[config.mk]
export PLATFORM = sky130hd
export DESIGN_NAME = syn_s_info
export DESIGN_NICKNAME = d
export VERILOG_FILES = /design/src/rtl/syn_s_info.sv
export SDC_FILE = /design/constraint.sdc
export NUM_CORES = 1
export LEC_CHECK = 0
export CORE_MARGIN = 2
export CORE_UTILIZATION = 50
export DETAILED_ROUTE_END_ITERATION = 10
export PLACE_DENSITY = 0.7
export RECOVER_POWER = 50
export SLEW_MARGIN = 15
export SYNTH_ARGS = -nofsm -noshare
export SYNTH_HDL_FRONTEND = slang
export SYNTH_SLANG_ARGS = --single-unit
[constraint.sdc]
create_clock -name clk_sys -period 6.4 [get_ports clk_sys]
set_input_delay 1.28 -clock clk_sys [delete_from_list [all_inputs] [get_ports clk_sys]]
set_output_delay 1.28 -clock clk_sys [all_outputs]
set_load 0.02 [all_outputs]
[src/rtl/syn_s_info.sv]
// syn_s_info: slave-side receiver for the UTC-seconds info link.
// Each frame is four 8N1 characters sent MSB byte first on rx_info. When
// the fourth character arrives, the frame is published as utc_sec with a
// one-cycle info_vld strobe. A low stop bit or an inter-byte timeout drops
// the partial frame and raises a one-cycle error pulse.
module syn_s_info #(
   parameter logic [19:0] TBIT_PERIOD = 20'd1000,
   parameter logic [19:0] TOUT_PERIOD = 20'd20000
) (
   input  logic        clk_sys,
   input  logic        rst,
   input  logic        rx_info,
   output logic [31:0] utc_sec,
   output logic        info_vld,
   output logic        err_frame,
   output logic        err_tout
);

   localparam logic [19:0] HALF_M1 = (TBIT_PERIOD >> 1) - 20'd1;
   localparam logic [19:0] FULL_M1 = TBIT_PERIOD - 20'd1;
   localparam logic [19:0] TOUT_M1 = TOUT_PERIOD - 20'd1;

   typedef enum logic [1:0] {B_IDLE, B_START, B_DATA, B_STOP} bit_st_t;
   // The state name is the number of bytes of the current frame held so far.
   typedef enum logic [1:0] {S_IDLE, S_B1, S_B2, S_B3} byte_st_t;

   logic        rx_s1, rx_s2, rx_s3;
   logic        rx_fall;

   bit_st_t     bit_st, bit_nxt;
   logic [19:0] bit_cnt;
   logic [2:0]  bit_idx;
   logic [7:0]  rx_byte;
   logic        cnt_clr;
   logic        shift_en;
   logic        byte_ok;
   logic        stop_bad;

   byte_st_t    byte_st, byte_nxt;
   logic [23:0] asm_p0;
   logic [19:0] tout_cnt;
   logic        tout_hit;
   logic        frame_done;

   // ---- stage: input synchronizer and edge detect ----
   // Two flops for metastability plus a third so a falling edge can be seen;
   // all reset high so an idle line never looks like a start bit.
   always_ff @(posedge clk_sys) begin
      if (rst) begin
         rx_s1 <= 1'b1;
         rx_s2 <= 1'b1;
         rx_s3 <= 1'b1;
      end else begin
         rx_s1 <= rx_info;
         rx_s2 <= rx_s1;
         rx_s3 <= rx_s2;
      end
   end

   assign rx_fall = rx_s3 & ~rx_s2;

   // ---- stage: bit recovery ----
   // Bit FSM state register.
   always_ff @(posedge clk_sys) begin
      if (rst) begin
         bit_st <= B_IDLE;
      end else begin
         bit_st <= bit_nxt;
      end
   end

   // Bit FSM next state: sample mid-bit, leave B_STOP straight to B_IDLE so a
   // back-to-back start edge half a bit later is not missed.
   always_comb begin
      bit_nxt  = bit_st;
      cnt_clr  = 1'b0;
      shift_en = 1'b0;
      byte_ok  = 1'b0;
      stop_bad = 1'b0;
      case (bit_st)
         B_IDLE: begin
            if (rx_fall) begin
               bit_nxt = B_START;
               cnt_clr = 1'b1;
            end
         end
         B_START: begin
            if (bit_cnt == HALF_M1) begin
               cnt_clr = 1'b1;
               // A start bit that is high again mid-bit was only a glitch.
               bit_nxt = rx_s2 ? B_IDLE : B_DATA;
            end
         end
         B_DATA: begin
            if (bit_cnt == FULL_M1) begin
               cnt_clr  = 1'b1;
               shift_en = 1'b1;
               if (bit_idx == 3'd7) begin
                  bit_nxt = B_STOP;
               end
            end
         end
         B_STOP: begin
            if (bit_cnt == FULL_M1) begin
               cnt_clr = 1'b1;
               bit_nxt = B_IDLE;
               if (rx_s2) begin
                  byte_ok = 1'b1;
               end else begin
                  stop_bad = 1'b1;
               end
            end
         end
         default: begin
            bit_nxt = B_IDLE;
         end
      endcase
   end

   // Bit timing counter and bit index; the index restarts at every start bit.
   always_ff @(posedge clk_sys) begin
      if (rst) begin
         bit_cnt <= 20'd0;
         bit_idx <= 3'd0;
      end else begin
         if (cnt_clr) begin
            bit_cnt <= 20'd0;
         end else if (bit_st != B_IDLE) begin
            bit_cnt <= bit_cnt + 20'd1;
         end
         if (bit_st == B_START) begin
            bit_idx <= 3'd0;
         end else if (shift_en) begin
            bit_idx <= bit_idx + 3'd1;
         end
      end
   end

   // Character shift register, LSB arrives first.
   always_ff @(posedge clk_sys) begin
      if (shift_en) begin
         rx_byte <= {rx_s2, rx_byte[7:1]};
      end
   end

   // ---- stage: frame assembly and timeout ----
   // A completed byte outranks a timeout landing on the same cycle.
   assign tout_hit = (byte_st != S_IDLE) && (tout_cnt == TOUT_M1) && !byte_ok && !stop_bad;

   // Byte FSM state register.
   always_ff @(posedge clk_sys) begin
      if (rst) begin
         byte_st <= S_IDLE;
      end else begin
         byte_st <= byte_nxt;
      end
   end

   // Byte FSM next state: count bytes held, publish on the fourth.
   always_comb begin
      byte_nxt   = byte_st;
      frame_done = 1'b0;
      if (stop_bad || tout_hit) begin
         byte_nxt = S_IDLE;
      end else if (byte_ok) begin
         case (byte_st)
            S_IDLE:  byte_nxt = S_B1;
            S_B1:    byte_nxt = S_B2;
            S_B2:    byte_nxt = S_B3;
            default: begin
               byte_nxt   = S_IDLE;
               frame_done = 1'b1;
            end
         endcase
      end
   end

   // Assembly register keeps the three most recent bytes of the frame; the
   // fourth is taken directly from the shift register when publishing.
   always_ff @(posedge clk_sys) begin
      if (stop_bad || tout_hit) begin
         asm_p0 <= 24'd0;
      end else if (byte_ok) begin
         asm_p0 <= {asm_p0[15:0], rx_byte};
      end
   end

   // Inter-byte timeout: runs only while a frame is partially assembled.
   always_ff @(posedge clk_sys) begin
      if (rst) begin
         tout_cnt <= 20'd0;
      end else if ((byte_st == S_IDLE) || byte_ok || stop_bad || tout_hit) begin
         tout_cnt <= 20'd0;
      end else begin
         tout_cnt <= tout_cnt + 20'd1;
      end
   end

   // ---- stage: registered outputs ----
   // utc_sec holds between frames and is untouched by errors.
   always_ff @(posedge clk_sys) begin
      if (rst) begin
         utc_sec   <= 32'h0;
         info_vld  <= 1'b0;
         err_frame <= 1'b0;
         err_tout  <= 1'b0;
      end else begin
         info_vld  <= frame_done;
         err_frame <= stop_bad;
         err_tout  <= tout_hit;
         if (frame_done) begin
            utc_sec <= {asm_p0, rx_byte};
         end
      end
   end

endmodule

; ---- Yosys cells after proc, flatten, opt, wreduce, memory -nomap -nowiden
; Index checks and enable logic that the tools add are counted.
[totals]
reg_bits = 117
elab_cells = 75
inputBits = 3
out_inout_bits = 35
[op_classes]
n_eq_ne = 14
n_reduce_logical = 20
n_bitwise = 2
muxes = 22
n_addsub = 3
[op_table]
columns = operator, n
row1 = "adder 20 x 1 -> 20 bit, second input constant", 2
row2 = "== test 20 x 10 -> 1 bit, second input constant", 1
row3 = "== test 20 x 15 -> 1 bit, second input constant", 1
row4 = "== test 20 x 9 -> 1 bit, second input constant", 1
row5 = two-way mux 1 bit, 13
row6 = two-way mux 2 bit, 6
row7 = "inequality test 2 bit, second input constant", 5
row8 = OR reduction 2 bit, 5
row9 = one-hot mux 2 bit (4 select lines), 1
row10 = "== test 2 bit, second input constant", 3
row11 = one-hot mux 2 bit (3 select lines), 1
row12 = AND reduction 5 bit, 1
row13 = "== test 2 x 1 -> 1 bit, second input constant", 2
row14 = logical NOT 2 bit, 2
row15 = logical OR 1 bit, 4
row16 = nonzero test 2 bit, 2
row17 = "adder 3 x 1 -> 3 bit, second input constant", 1
row18 = "== test 3 bit, second input constant", 1
row19 = logical AND 1 bit, 3
row20 = one-hot mux 1 bit (3 select lines), 1
row21 = OR reduction 3 bit, 1
row22 = logical NOT 1 bit, 2
row23 = bitwise AND 1 bit, 1
row24 = NOT 1 bit, 1

; ---- Logic depth before layout (Yosys ltp)
; Gate-level depths: netlist of the first run.
[depth]
word_depth = 8
mapped_depth = 7
mapped_depth_nobuf = 5

; ---- Least setup slack after synthesis of the first run
; No wires, ideal clock.
[synth_timing]
path_type = register to register
from = reg bit_cnt[0]
to = reg rx_byte[0] (enable)
period_less_slack_ps = 2111
path_buffers = 0
required_time_ps = 6013
setup_ps = 387
slack_ps = 4289
stages_incl_launch_ff = 5
t_arrival_ps = 1724
cell_sequence = dfxtp_1 > ha_1 > nand4b_1 > or2_2 > nor4_2
[synth_via]
elab_chain_len = 3
[synth_lines]
columns = element, line
row1 = from (decl), 31  ; logic [19:0] bit_cnt;
row2 = from (signal assigned), 129  ; bit_cnt <= bit_cnt + 20'd1;
row3 = == test 20 x 10 -> 1 bit, 95  ; if (bit_cnt == FULL_M1) begin
row4 = two-way mux 1 bit, 95
row5 = two-way mux 1 bit, 80  ; case (bit_st)
row6 = net shift_en, 35  ; logic shift_en;
row7 = to (signal assigned), 142  ; rx_byte <= {rx_s2, rx_byte[7:1]};
row8 = to (decl), 33  ; logic [7:0] rx_byte;
; The timed path passes the listed nets, and every way through them passes these cells.
; A chain may end at the register's enable or synchronous reset.

; ---- Worst setup path in the final report of the first run
[layout_timing]
from = in rst
to = reg bit_cnt[18]
[layout_via]
elab_chain_len = 1
[layout_lines]
columns = element, line
row1 = from (decl), 11  ; input logic rst,
row2 = OR reduction 2 bit (no source line), -
; No other way between the ends.

==> results of run 1 <==
-- report_power, final --
| group | switching, W | total, W | internal [W] |
|---|---|---|---|
| logic | 0.0000183 | 0.0000244 | 0.00000610 |
| clock network | 0.000331 | 0.000928 | 0.000597 |
| registers | 0.00000255 | 0.000740 | 0.000737 |
-- final cells by class --
class	count	area, um2	area share
sequential	117	2420	0.419
multi-input combinational	339	2130	0.368
clock buffer	21	470	0.0813
timing repair buffer	45	423	0.0731
tap	129	161	0.0279
clock inverter	11	124	0.0214
inverter	14	52.6	0.00909
-- flip-flops by register name, summed over array words and instances (netlist names), named ones only --
signal and flops:
bit_cnt 20, rx_byte 8, err_frame 1, asm_p0 24
rx_s1 1, bit_st 1, info_vld 1, err_tout 1
byte_st 2, rx_s3 1, bit_idx 3, utc_sec 32
rx_s2 1, tout_cnt 20
-- metal layers --
metal  vias up  part of all wire  GRT usage
met4         0             0.011     0.0832
met1      1881              0.48      0.281
met3        12             0.030     0.0476
met5         -                 0          0
met2        69              0.48      0.347
li1       1928                 -          -
-- metrics by stage --
step                      instance area, um2  power (W)  hold slack, ns  setup slack, ns
final                                   5780    0.00169           0.415             2.13
after CTS                               5790    0.00170           0.421             3.64
after global routing                    5780    0.00174           0.447             1.81
after global placement                  5190   0.000780           0.402             3.40
after detailed placement                5190   0.000780           0.410             3.38
after floorplan                         4770   0.000772           0.389             4.29
-- cells in the mapped netlist (all sizes together), types with 8 or more instances --
master	count	area (um2)
dfxtp	109	2180
a21oi	49	245
o21ai	45	225
nand3	44	225
nor3	30	155
clkbuf	26	97.6
a22o	24	216
xnor2	21	184
nand2	18	67.6
or3	15	98.8
inv	14	52.6
nand4	12	75.1
nor4	11	75.1
nor2	9	33.8
buf	8	77.6
edfxtp	8	240
-- logic make-up (layout without fill, tap and decap cells) --
kind of cell | count (synthesis) | after routing | synth area share
flops | 117 | 117 | 0.507
simple gates | 160 | 160 | 0.187
buf+inv | 48 | 91 | 0.0477
fa+ha+maj | 7 | 7 | 0.0183
mux | 3 | 3 | 0.00629
xor+xnor | 28 | 28 | 0.0514
compound gates | 141 | 141 | 0.182
-- critical path, cell delays in order --
cell	delay, ns
dlygate4sd3_1	0.54
clkbuf_1	1.28
inv_1	0.43
o211ai_1	0.22
clkbuf_1	0.67
a22oi_1	0.20
-- worst max path at each step --
stage / cells after the start / to / slack (ns)
5_1_grt: 6 / bit_cnt[18]$_SDFFE_PP0N_ / 1.81
2_1_floorplan: 4 / rx_byte[0]$_DFFE_PP_ / 4.29
4_1_cts: 1 / utc_sec[9] / 3.64
6_report: 6 / bit_cnt[18]$_SDFFE_PP0N_ / 2.13
3_3_place_gp: 6 / bit_cnt[16]$_SDFFE_PP0N_ / 3.40
3_5_place_dp: 6 / bit_cnt[16]$_SDFFE_PP0N_ / 3.38
==> results.toml, run 1 <==
[run_status]
run_status = "finished with violations"
failed_checks = "max-capacitance violations, max-slew violations"

[sta]
slew_headroom = -0.192
min_period_over_period = 0.667
setup-tns-final_ns = 0
final.min_clock_period_ns = 4.27
skew_ns = 0.00946
achievable_freq_mhz = 234
tightest_slew_ns = 1.79
grt_setup_unrepaired = "no"
timing.final.max_slew_violations = 43
setup_viol_count_final = 0
final-hold-violation-count = 0

[drt]
vias = 3890
drt-wirelength-per-cell_um = 15.1
drc_errors = 0
route.final.wire_length_mm = 10.2
detailed_routing_iterations_pass_1 = 4
antenna_violating_nets_left = 0
vias_per_cell = 5.75
first_iter_violations = 177

[floorplanning]
initial_core_util = 0.517
core.rowCount = 35
ios = 38
die_x_um = 102
placeableCoreArea_um2 = 9240
die-height_um = 102
die_ar_um2 = 10300

[yosys]
ys.flop_type = "dfxtp_1"
synth.yosys.warnings = 0
gate_count_after_technology_mapping = 504
ys_seq_area_frac = 0.507
post_synth.cell_area_avg_um2 = 9.47
synth_edf_count = 8
netlist-cell-type-count = 49
synth_area_um2 = 4770
synth_fp_nets = 514
async_sr_flop_fraction = 0
flip_flop_and_latch_count_after_synthesis = 117

[clocking]
post_cts.resized_instances = 0
cts_sink_count = 117
clkSlewWorstSetupHoldPaths_ns = 0.06
cts_h_tree_depth = 4
cts-hold-fix-buffers = 0
post_cts_buffers = 0
tritoncts = "done"
cts_inserted_buffers = 17
clk_latency_ns = 0.52
clock_tree.root_cell = "clkbuf_8"
clock_path_buffers = 2

[finish]
filler_cell_count = 757
layout.cells.most_common_list = "dfxtp_1, a21oi_1, o21ai_0"
layout.cells.most_common = "dfxtp_1"
drive_above_1_share = 0.0951
finish.net_count = 544
num_antenna_cells = 0
final_core_utilization = 0.626
final_cells = 676
area_growth_syn_to_layout_pct = 21.2

[min_path]
whs_path_depth = 1
holdCritStartpoint = "rx_s1$_SDFF_PP1_"
hold_path.class = "reg2reg"
worstHoldEndpoint = "rx_s2$_SDFF_PP1_"

[grt]
grt_pass1_vias = 3760
grt_remaining_overflow = 0
grt_antenna_before_repair = 0
gr-usage-all-layers = 0.215
pin_count_of_the_biggest_net_entering_global_routing = 43
grt_first_pass_wirelength_mm = 17.7

[place]
placed_cells_incl_taps = 644
dp.final_hpwl_mm = 6.42
portBuffers = 37
finalWeightedCongestion = 0.814

[setup_path]
critical_path.reg2reg.endpoint = "rx_byte[0]$_DFFE_PP_"
worst_r2r_path_depth = 3
setup.worst_path.start_class = "primary input"
worst-endpoint-arrival_ns = 4.62
worst_r2r_startpoint = "bit_cnt[6]$_SDFFE_PP0N_"
critPathMaxFanout = 42
crit_path_end_kind = "register"
r2r_setup_slack_ns = 3.71
cp-startpoint = "rst"
path_class = "in2reg"
crit_required_ns = 6.76

[pwr]
maximum_vdd_drop_v = 0.000225
p_per_area_nw_per_um2 = 293
power_leakage_nw = 1.83

[job]
max_cap_violations = 1
Note: power is estimated with default switching activity, not from simulation.
==> run 2, diff against run 1 <==
--- a/config.mk
+++ b/config.mk
@@ -8,7 +8,7 @@
 export CORE_MARGIN = 2
 export CORE_UTILIZATION = 50
 export DETAILED_ROUTE_END_ITERATION = 10
-export PLACE_DENSITY = 0.7
+export PLACE_DENSITY = 0.73
 export RECOVER_POWER = 50
 export SLEW_MARGIN = 15
 export SYNTH_ARGS = -nofsm -noshare
==> constraint.sdc (replaced) <==
create_clock -name clk_sys -period 3.9 [get_ports clk_sys]
set_input_delay 0.78 -clock clk_sys [delete_from_list [all_inputs] [get_ports clk_sys]]
set_output_delay 0.78 -clock clk_sys [all_outputs]
set_load 0.02 [all_outputs]
==> results.toml, run 2 (synthesis results as in run 1) <==
[setup_path]
worst_r2r_path_depth = 5
critPathMaxFanout = 22
critical_path.reg2reg.endpoint = "tout_cnt[4]$_SDFF_PP0_"
worst_r2r_startpoint = "bit_cnt[6]$_SDFFE_PP0N_"
crit_path_end_kind = "register"
worst-endpoint-arrival_ns = 2.99
path_class = "reg2reg"
crit_required_ns = 4.26
setup.worst_path.start_class = "register"
r2r_setup_slack_ns = 1.27

[floorplanning]
ios = 38
core.rowCount = 35
placeableCoreArea_um2 = 9240
initial_core_util = 0.517
die_x_um = 102
die-height_um = 102
die_ar_um2 = 10300

[grt]
gr-usage-all-layers = 0.220
grt_pass1_vias = 3709
grt_remaining_overflow = 0
grt_antenna_before_repair = 0
pin_count_of_the_biggest_net_entering_global_routing = 43
grt_first_pass_wirelength_mm = 17.8

[sta]
timing.final.max_slew_violations = 0
setup-tns-final_ns = 0
slew_headroom = 0.208
setup_viol_count_final = 0
achievable_freq_mhz = 380
tightest_slew_ns = 1.19
final-hold-violation-count = 0
final.min_clock_period_ns = 2.63
grt_setup_unrepaired = "no"
min_period_over_period = 0.674
whs_ns = 0.417
skew_ns = 0.00925

[finish]
number_of_flip_flops_under_the_largest_register_name = 32
num_antenna_cells = 0
regMostFlops = "utc_sec"
layout.cells.most_common_list = "dfxtp_1, a21oi_1, o21ai_0"
area_growth_syn_to_layout_pct = 21.9
top_regs = "utc_sec (32), asm_p0 (24)"
final_core_utilization = 0.630
drive_above_1_share = 0.0947
finish.net_count = 546
layout.cells.most_common = "dfxtp_1"

[drt]
route.final.wire_length_mm = 10.5
drc_errors = 0
vias_per_cell = 5.75
detailed_routing_iterations_pass_1 = 5
first_iter_violations = 196
vias = 3901
drt-wirelength-per-cell_um = 15.4
antenna_violating_nets_left = 0

[clocking]
cts-hold-fix-buffers = 0
cts_h_tree_depth = 4
clkSlewWorstSetupHoldPaths_ns = 0.06
cts_inserted_buffers = 17
clock_tree.root_cell = "clkbuf_8"
clock_path_buffers = 2
clk_latency_ns = 0.53
tritoncts = "done"
post_cts.resized_instances = 0
post_cts_buffers = 0
cts_sink_count = 117

[min_path]
whs_path_depth = 1
holdCritStartpoint = "rx_s1$_SDFF_PP1_"
hold_path.class = "reg2reg"
worstHoldEndpoint = "rx_s2$_SDFF_PP1_"

[pwr]
maximum_vdd_drop_v = 0.000341
power_leakage_nw = 1.91
p_per_area_nw_per_um2 = 496
fin_total_pwr_w = 0.00288

[place]
dp.final_hpwl_mm = 6.54
portBuffers = 37
finalWeightedCongestion = 0.780

[run_status]
run_status = "finished clean"

[job]
max_cap_violations = 0
run 2: changes by cell type in the layout (fill, tap and decap cells not counted), sizes merged, moves of 4 or more:
cell / delta
clkinv: -4
inv: +5
dlygate4sd3: +15
clkdlybuf4s50: -15
run 2: worst max-delay path by stage:
stage                             from                       end  depth (start not counted)
4_1_cts        bit_cnt[8]$_SDFFE_PP0N_    asm_p0[2]$_SDFFE_PP0P_                          4
5_1_grt        bit_cnt[8]$_SDFFE_PP0N_    tout_cnt[4]$_SDFF_PP0_                          5
3_5_place_dp                       rst  bit_cnt[17]$_SDFFE_PP0N_                          6
3_3_place_gp                       rst  bit_cnt[15]$_SDFFE_PP0N_                          6
2_1_floorplan  bit_cnt[0]$_SDFFE_PP0N_      rx_byte[0]$_DFFE_PP_                          4
6_report       bit_cnt[6]$_SDFFE_PP0N_    tout_cnt[4]$_SDFF_PP0_                          5
run 2: cell type report:
type	count	area (um2)
timing repair buffer	47	434
clock buffer	20	467
sequential	117	2420
fill	764	3420
tap	129	161
clock inverter	12	160
multi-input combinational	339	2120
inverter	14	52.6
run 2: metal layers:
layer	vias up	share of wire	track usage	wire (um)
li1	1942	-	-	-
met1	1836	0.45	0.281	4710
met2	110	0.49	0.351	5090
met3	13	0.053	0.0745	557
met4	0	0.010	0.0738	106
met5	-	0	0	0
run 2: critical path, cell delays in order, from the launching register on:
cell,delay [ns]
dfxtp_1,0.40
nand4_1,0.43
or3_1,0.58
o21ai_0,0.16
clkbuf_1,0.75
nor3_1,0.15
run 2: where the power goes:
part | internal, W | switching, W | total (W)
clock | 0.00105 | 0.000577 | 0.00163
combinational | 0.00000973 | 0.0000301 | 0.0000398
sequential | 0.00121 | 0.00000416 | 0.00121
total | 0.00227 | 0.000612 | 0.00288
run 2: per-stage QoR:
stage / instances / setup slack, ns / area, um2
final: 678 / 1.27 / 5820
after global placement: 646 / 1.43 / 5210
after global routing: 678 / 0.992 / 5820
after floorplan: 504 / 1.79 / 4770
after detailed placement: 646 / 1.39 / 5210
after CTS: 678 / 1.44 / 5840
